--- config.mk ---
export PLATFORM = sky130hd
export DESIGN_NAME = alu_ctrl_mdu
export DESIGN_NICKNAME = d
export VERILOG_FILES = /design/src/rtl/mips_pkg.sv /design/src/rtl/mdu_iter.sv /design/src/rtl/alu_ctrl_mdu.sv
export SDC_FILE = /design/constraint.sdc
export NUM_CORES = 1
export LEC_CHECK = 0
export CAP_MARGIN = 20
export CORE_UTILIZATION = 50
export CTS_CLUSTER_DIAMETER = 40
export CTS_CLUSTER_SIZE = 20
export DETAILED_ROUTE_END_ITERATION = 6
export GPL_ROUTABILITY_DRIVEN = 0
export PLACE_DENSITY = 0.71
export SLEW_MARGIN = 20
export SYNTH_ARGS = -nofsm -noshare
export SYNTH_HDL_FRONTEND = slang
export SYNTH_HIERARCHICAL = 1
export SYNTH_SLANG_ARGS = --single-unit
--- constraint.sdc ---
create_clock -name clk -period 8.1 [get_ports clk]
set_input_delay 1.62 -clock clk [delete_from_list [all_inputs] [get_ports clk]]
set_output_delay 1.62 -clock clk [all_outputs]
set_load 0.01 [all_outputs]
--- src/rtl/mips_pkg.sv ---
// Shared MIPS control encodings: ALUOp classes, R-type funct codes, ALU_Control selects,
// and the multiply/divide engine state type.
package mips_pkg;

    localparam int unsigned ALUOP_W = 2;
    localparam int unsigned FUNCT_W = 6;
    localparam int unsigned ALUCTL_W = 4;

    localparam logic [ALUOP_W-1:0] ALUOP_ADD   = 2'b00;
    localparam logic [ALUOP_W-1:0] ALUOP_SUB   = 2'b01;
    localparam logic [ALUOP_W-1:0] ALUOP_RTYPE = 2'b10;
    localparam logic [ALUOP_W-1:0] ALUOP_IMM   = 2'b11;

    localparam logic [FUNCT_W-1:0] FN_SLL   = 6'b000000;
    localparam logic [FUNCT_W-1:0] FN_SRL   = 6'b000010;
    localparam logic [FUNCT_W-1:0] FN_SRA   = 6'b000011;
    localparam logic [FUNCT_W-1:0] FN_MFHI  = 6'b010000;
    localparam logic [FUNCT_W-1:0] FN_MFLO  = 6'b010010;
    localparam logic [FUNCT_W-1:0] FN_MULT  = 6'b011000;
    localparam logic [FUNCT_W-1:0] FN_MULTU = 6'b011001;
    localparam logic [FUNCT_W-1:0] FN_DIV   = 6'b011010;
    localparam logic [FUNCT_W-1:0] FN_DIVU  = 6'b011011;
    localparam logic [FUNCT_W-1:0] FN_ADD   = 6'b100000;
    localparam logic [FUNCT_W-1:0] FN_SUB   = 6'b100010;
    localparam logic [FUNCT_W-1:0] FN_AND   = 6'b100100;
    localparam logic [FUNCT_W-1:0] FN_OR    = 6'b100101;
    localparam logic [FUNCT_W-1:0] FN_XOR   = 6'b100110;
    localparam logic [FUNCT_W-1:0] FN_NOR   = 6'b100111;
    localparam logic [FUNCT_W-1:0] FN_SLT   = 6'b101010;

    localparam logic [ALUCTL_W-1:0] ALU_AND = 4'b0000;
    localparam logic [ALUCTL_W-1:0] ALU_OR  = 4'b0001;
    localparam logic [ALUCTL_W-1:0] ALU_ADD = 4'b0010;
    localparam logic [ALUCTL_W-1:0] ALU_XOR = 4'b0100;
    localparam logic [ALUCTL_W-1:0] ALU_MUL = 4'b0101;
    localparam logic [ALUCTL_W-1:0] ALU_SUB = 4'b0110;
    localparam logic [ALUCTL_W-1:0] ALU_SLT = 4'b0111;
    localparam logic [ALUCTL_W-1:0] ALU_SLL = 4'b1000;
    localparam logic [ALUCTL_W-1:0] ALU_SRL = 4'b1001;
    localparam logic [ALUCTL_W-1:0] ALU_SRA = 4'b1010;
    localparam logic [ALUCTL_W-1:0] ALU_DIV = 4'b1011;
    localparam logic [ALUCTL_W-1:0] ALU_NOR = 4'b1100;

    typedef enum logic [1:0] {IDLE, MUL, DIV, FIX} md_state_t;

endpackage

--- src/rtl/mdu_iter.sv ---
// Iterative multiply/divide engine: one bit per cycle on operand magnitudes,
// sign fix-up in the final FIX cycle where the result is presented for one cycle.
module mdu_iter
    import mips_pkg::*;
#(
    parameter int unsigned WIDTH = 32
) (
    input  logic             clk,
    input  logic             rst_n,
    input  logic             start,
    input  logic             flush,
    input  logic             is_div,
    input  logic             is_signed,
    input  logic [WIDTH-1:0] a,
    input  logic [WIDTH-1:0] b,
    output logic             busy,
    output logic             done_c,
    output logic [WIDTH-1:0] hi_c,
    output logic [WIDTH-1:0] lo_c
);

    localparam int unsigned CW = $clog2(WIDTH);
    localparam int unsigned PW = 2 * WIDTH;

    md_state_t      state;
    logic [CW-1:0]  cnt;
    logic [WIDTH-1:0] acc, lo_q, opb;
    logic           neg_a, neg_b, op_div;

    logic             a_neg, b_neg, last;
    logic [WIDTH-1:0] a_mag, b_mag;
    logic [WIDTH:0]   mul_sum, div_shift, div_diff;
    logic [PW-1:0]    prod, prod_neg;

    assign a_neg = is_signed & a[WIDTH-1];
    assign b_neg = is_signed & b[WIDTH-1];
    assign a_mag = a_neg ? WIDTH'(~a + 1'b1) : a;
    assign b_mag = b_neg ? WIDTH'(~b + 1'b1) : b;
    assign last  = (cnt == CW'(WIDTH - 1));

    // Multiply: {acc,lo_q} is the shifting product; divide: acc is the partial remainder
    assign mul_sum   = {1'b0, acc} + {1'b0, (lo_q[0] ? opb : '0)};
    assign div_shift = {acc, lo_q[WIDTH-1]};
    assign div_diff  = div_shift - {1'b0, opb};

    always_ff @(posedge clk) begin
        if (!rst_n) begin
            state  <= IDLE;
            busy   <= 1'b0;
            cnt    <= '0;
            acc    <= '0;
            lo_q   <= '0;
            opb    <= '0;
            neg_a  <= 1'b0;
            neg_b  <= 1'b0;
            op_div <= 1'b0;
        end else if (flush) begin
            state <= IDLE;
            busy  <= 1'b0;
        end else begin
            case (state)
                IDLE: begin
                    if (start) begin
                        state  <= is_div ? DIV : MUL;
                        busy   <= 1'b1;
                        cnt    <= '0;
                        acc    <= '0;
                        lo_q   <= a_mag;
                        opb    <= b_mag;
                        neg_a  <= a_neg;
                        neg_b  <= b_neg;
                        op_div <= is_div;
                    end
                end
                MUL: begin
                    {acc, lo_q} <= {mul_sum, lo_q[WIDTH-1:1]};
                    cnt <= cnt + 1'b1;
                    if (last) state <= FIX;
                end
                DIV: begin
                    if (!div_diff[WIDTH]) begin
                        acc  <= div_diff[WIDTH-1:0];
                        lo_q <= {lo_q[WIDTH-2:0], 1'b1};
                    end else begin
                        acc  <= div_shift[WIDTH-1:0];
                        lo_q <= {lo_q[WIDTH-2:0], 1'b0};
                    end
                    cnt <= cnt + 1'b1;
                    if (last) state <= FIX;
                end
                FIX: begin
                    state <= IDLE;
                    busy  <= 1'b0;
                end
                default: begin
                    state <= IDLE;
                    busy  <= 1'b0;
                end
            endcase
        end
    end

    assign prod     = {acc, lo_q};
    assign prod_neg = PW'(~prod + 1'b1);
    assign done_c   = (state == FIX);

    // Divide by zero keeps LO all ones regardless of operand signs
    always_comb begin
        hi_c = '0;
        lo_c = '0;
        if (op_div) begin
            hi_c = neg_a ? WIDTH'(~acc + 1'b1) : acc;
            if (opb == '0)
                lo_c = '1;
            else
                lo_c = (neg_a ^ neg_b) ? WIDTH'(~lo_q + 1'b1) : lo_q;
        end else begin
            {hi_c, lo_c} = (neg_a ^ neg_b) ? prod_neg : prod;
        end
    end

endmodule

--- src/rtl/alu_ctrl_mdu.sv ---
// ALU control decoder with an attached HI/LO multiply/divide unit and its hazard stall.
module alu_ctrl_mdu
    import mips_pkg::*;
#(
    parameter int unsigned WIDTH = 32
) (
    input  logic             clk,
    input  logic             rst_n,
    input  logic             valid_in,
    input  logic [1:0]       ALUOp,
    input  logic [5:0]       Function,
    input  logic [WIDTH-1:0] rs_data,
    input  logic [WIDTH-1:0] rt_data,
    input  logic             flush,
    output logic [3:0]       ALU_Control,
    output logic             md_busy,
    output logic             stall,
    output logic [WIDTH-1:0] hilo_rdata
);

    logic [WIDTH-1:0] hi, lo, res_hi_c, res_lo_c;
    logic rtype, is_md, is_mf, is_div, is_signed, start, done_c;

    always_comb begin
        ALU_Control = ALU_AND;
        case (ALUOp)
            ALUOP_ADD: ALU_Control = ALU_ADD;
            ALUOP_SUB: ALU_Control = ALU_SUB;
            ALUOP_RTYPE: begin
                case (Function)
                    FN_OR:              ALU_Control = ALU_OR;
                    FN_ADD:             ALU_Control = ALU_ADD;
                    FN_SUB:             ALU_Control = ALU_SUB;
                    FN_NOR:             ALU_Control = ALU_NOR;
                    FN_SLT:             ALU_Control = ALU_SLT;
                    FN_XOR:             ALU_Control = ALU_XOR;
                    FN_MULT, FN_MULTU:  ALU_Control = ALU_MUL;
                    FN_DIV, FN_DIVU:    ALU_Control = ALU_DIV;
                    FN_SLL:             ALU_Control = ALU_SLL;
                    FN_SRL:             ALU_Control = ALU_SRL;
                    FN_SRA:             ALU_Control = ALU_SRA;
                    default:            ALU_Control = ALU_AND;
                endcase
            end
            default: ALU_Control = ALU_AND;
        endcase
    end

    assign rtype     = (ALUOp == ALUOP_RTYPE);
    assign is_md     = rtype && (Function == FN_MULT || Function == FN_MULTU ||
                                 Function == FN_DIV  || Function == FN_DIVU);
    assign is_mf     = rtype && (Function == FN_MFHI || Function == FN_MFLO);
    assign is_div    = (Function == FN_DIV) || (Function == FN_DIVU);
    assign is_signed = (Function == FN_MULT) || (Function == FN_DIV);

    assign stall = valid_in && md_busy && (is_md || is_mf);
    assign start = valid_in && is_md && !stall && !flush;

    // Reads always return committed HI/LO; in-flight results are never forwarded
    always_comb begin
        hilo_rdata = '0;
        if (rtype && Function == FN_MFHI)      hilo_rdata = hi;
        else if (rtype && Function == FN_MFLO) hilo_rdata = lo;
    end

    mdu_iter #(.WIDTH(WIDTH)) u_iter (
        .clk       (clk),
        .rst_n     (rst_n),
        .start     (start),
        .flush     (flush),
        .is_div    (is_div),
        .is_signed (is_signed),
        .a         (rs_data),
        .b         (rt_data),
        .busy      (md_busy),
        .done_c    (done_c),
        .hi_c      (res_hi_c),
        .lo_c      (res_lo_c)
    );

    always_ff @(posedge clk) begin
        if (!rst_n) begin
            hi <= '0;
            lo <= '0;
        end else if (done_c && !flush) begin
            hi <= res_hi_c;
            lo <= res_lo_c;
        end
    end

endmodule

==> out/summary.txt <==
================================================================================
Clock Root Buffer                                                      clkbuf_16
Count of state elements after synthesis                                      171
Final-report max-slew violation count                                          0
Share of synthesized area occupied by flip-flops and latches               22.4%
Cell occurring most often along the worst timing path               clkdlybuf4s50_1
Post-route clock skew                                                  0.0123 ns
Antenna cells                                                                  0
Max clock buf depth                                                            2
Starting density of the core                                               51.2%
Total core area                                                        29800 µm²
IO buf count                                                                 113
Worst Path Max Fanout                                                         18
Critical Path Source Type                                             input port
Actual slew at the worst max-slew pin                                    1.09 ns
Number of enable flip-flop cells after synthesis                               0
Mean Syn Cell Area                                                      7.43 µm²
Startpoint of the most critical register-to-register path           u_iter/acc[1]
Number of failing setup endpoints in the final timing report                   0
Top-level port count                                                         114
Post-synth design cell area                                            15300 µm²
Switching portion of total power                                           26.2%
Clock insertion delay at the later pin of the skew report                0.45 ns
Count of TritonRoute iterations in the first routing pass                      6
Number of CTS-inserted buffers                                                17
Leakage power                                                            6.67 nW
Sequential share of power                                                  46.1%
Number of global-route vias before repair                                  13698
Critical Path Sink Type                                               output pin
Arr. time, crit path                                                     4.57 ns
Worst endpoint required time                                             6.48 ns
Count of buffers added by post-CTS timing repair for setup                     0
Leading cell type in the layout, fill and taps excluded                  nand2_1
Die Span Y                                                                177 µm
Critical path class                                                 input port to output pin
Syn. warnings                                                                  6
Cell area after placement                                              16400 µm²
Commonest register cell after synthesis                                  dfxtp_1
Detailed Route Iter0 Violations                                             1406
Layout cell share with drive strength beyond 1                             7.02%
Final Hold Fails                                                               0
DRC viols                                                                      0
Post-route standard cell area excluding fillers                        17000 µm²
Global-route wire length before repair                                  72300 µm
Clock-pin slew on the worst setup and hold paths                         0.07 ns
Slowest stage cell, crit path                                             nor4_4
Detailed-route via count                                                   15202
Minimum period implied by the final worst setup slack                    6.19 ns
Async set-or-reset flop fraction in the synthesized netlist                   0%
Overflow left after global routing                                             0
Detailed placement HPWL                                                 34600 µm
Number of levels in the clock H-tree                                           4
Multi-input combinational cell area                                    11000 µm²
Reg2Reg Setup Slack                                                      3.91 ns
Clock tree from TritonCTS                                                    yes
Status                                                              finished clean
Synth Net Count                                                             2204
Reg2Reg Depth                                                                 11
Overall fraction of global-route tracks in use                             29.0%
Number of instances on the worst hold path                                     2
Die boundary width                                                        177 µm
Switching component of the power                                      0.000481 W
CTS sink cnt                                                                 171
Filler cells                                                                2839
Maximum number of pins on one net before global-route repair                  75
Worst Hold Path EP                                                        hi[31]
Max_cap viols                                                                  0
Unrepaired setup endpoints after global routing                               no
Area of the die                                                        31200 µm²
Post-cts hold buffer count                                                     0
Min-Delay Startpoint                                                      hi[31]
Drt total wl                                                            45700 µm
Number of distinct library cells after synthesis                              90
Max transition margin                                                      26.9%
Power share of the clock group                                             44.4%
Total negative slack                                                        0 ns
Internal Pwr Total                                                     0.00135 W
Area growth, synth to finish                                               11.4%
Post-CTS sizing                                                                0
Worst IR drop on VDD                                                    0.143 mV
Share of total power in combinational logic                                 9.6%
Number of antenna violations at the first check in global routing              0
Via density per instance                                                    6.15
Maximum clock rate                                                       161 MHz
Hold WC Path Type                                                   flip-flop to flip-flop
Register area                                                           3420 µm²
Commonest cells after routing, fill and taps aside                  nand2_1, dfxtp_1, nor2_1
Final layout net count                                                      2220
Final worst path period share                                              76.5%
Critical register-to-register path endpoint                         u_iter/acc[30]
Antenna-violating nets left                                                    0
Biggest cell delay along the critical path                               1.05 ns
Pwr/cell area                                                         108 nW/µm²
Gate count after technology mapping                                         2052
Final routed wire length divided by cell count                           18.5 µm
Total number of placement rows                                                63
CP cell instances                                                   clkdlybuf4s50_1 -> nor4_4 -> buf_4 -> a22oi_2 -> nor2_2 -> clkdlybuf4s50_1
================================================================================
[power by group through the flow]
| stage | clock network (W) | registers (W) | logic, W |
|---|---|---|---|
| 2_1_floorplan | 0 | 0.000862 | 0.0000976 |
| 3_3_place_gp | 0 | 0.000863 | 0.000170 |
| 3_5_place_dp | 0 | 0.000863 | 0.000173 |
| 4_1_cts | 0.000820 | 0.000843 | 0.000173 |
| 5_1_grt | 0.000855 | 0.000843 | 0.000188 |
| 6_report | 0.000813 | 0.000843 | 0.000175 |
[worst max-delay path by stage]
stage | startpoint | to | slack (ns)
final | Function[2] | hilo_rdata[6] | 1.91
after CTS | Function[2] | hilo_rdata[13] | 1.90
after detailed placement | Function[2] | hilo_rdata[13] | 1.90
after global routing | Function[2] | hilo_rdata[3] | 1.76
after global placement | Function[2] | hilo_rdata[4] | 2.00
after floorplan | Function[5] | u_iter/acc[27] | 3.91
[synthesized netlist by cell type, drive strengths merged, types with 64 or more instances]
master  instances  area share (%)
nor2          172             4.7
xnor2          94             5.4
inv            64             1.6
dfxtp         171              22
ha             74             6.1
a21boi        103             5.1
o21ai         117             3.9
a21oi         125             4.1
xor2           71             4.1
clkbuf        103             2.7
nand2         339             8.4
[through the flow]
stage          utilization [%]  power [W]  worst slack, ns  cells  hold WS [ns]
2_1_floorplan                -   0.000959             3.91   2052         0.443
3_3_place_gp              55.1    0.00103             2.00   2439         0.453
3_5_place_dp              55.1    0.00104             1.90   2439         0.461
4_1_cts                   57.0    0.00184             1.90   2470         0.470
5_1_grt                   57.0    0.00189             1.76   2470         0.495
6_report                  57.0    0.00183             1.91   2470         0.469
[worst max-delay path: cells and delay by family]
family                 cells  cell delay (ns)
buffers and inverters      3             1.65
AO/OA/AOI/OAI              1             0.14
AND/OR/NAND/NOR            2             1.15
[final cells by class]
class                           count  area share [%]
Clock buffer                       18            2.53
Clock inverter                     13           0.795
Inverter                           66            1.46
Multi-Input combinational cell   1680            64.7
Sequential cell                   171            20.1
Tap cell                          390            2.87
Timing Repair Buffer              132            7.48
[metal layers]
metal	routed length, µm	share of wire (%)	vias to the layer above	GRT usage (%)
met1	21400	47	7155	41.5
li1	-	-	7395	-
met3	3110	6.8	71	3.78
met5	0	0	-	0
met2	20200	44	581	45.1
met4	926	2.0	0	8.15
[registers in the layout, indices dropped and copies added (netlist names)]
register and count:
u_iter/acc 32, lo 32, u_iter/neg_a 1, u_iter/opb 32
hi 32, u_iter/cnt 5, u_iter/neg_b 1, u_iter/state 2
u_iter/busy 1, u_iter/op_div 1, u_iter/lo_q 32
[kinds of logic after synthesis]
logic type	Yosys count	synth area share, %
xor gates and xnor gates	165	9.47
AOI/OAI and AO/OA	658	30.9
adders and majority gates	76	6.33
buffers and inverters	201	5.68
and+or+nand+nor	763	24.0
DFF	171	22.4
muxes	18	1.18
Power figures use the tool's default switching activity.
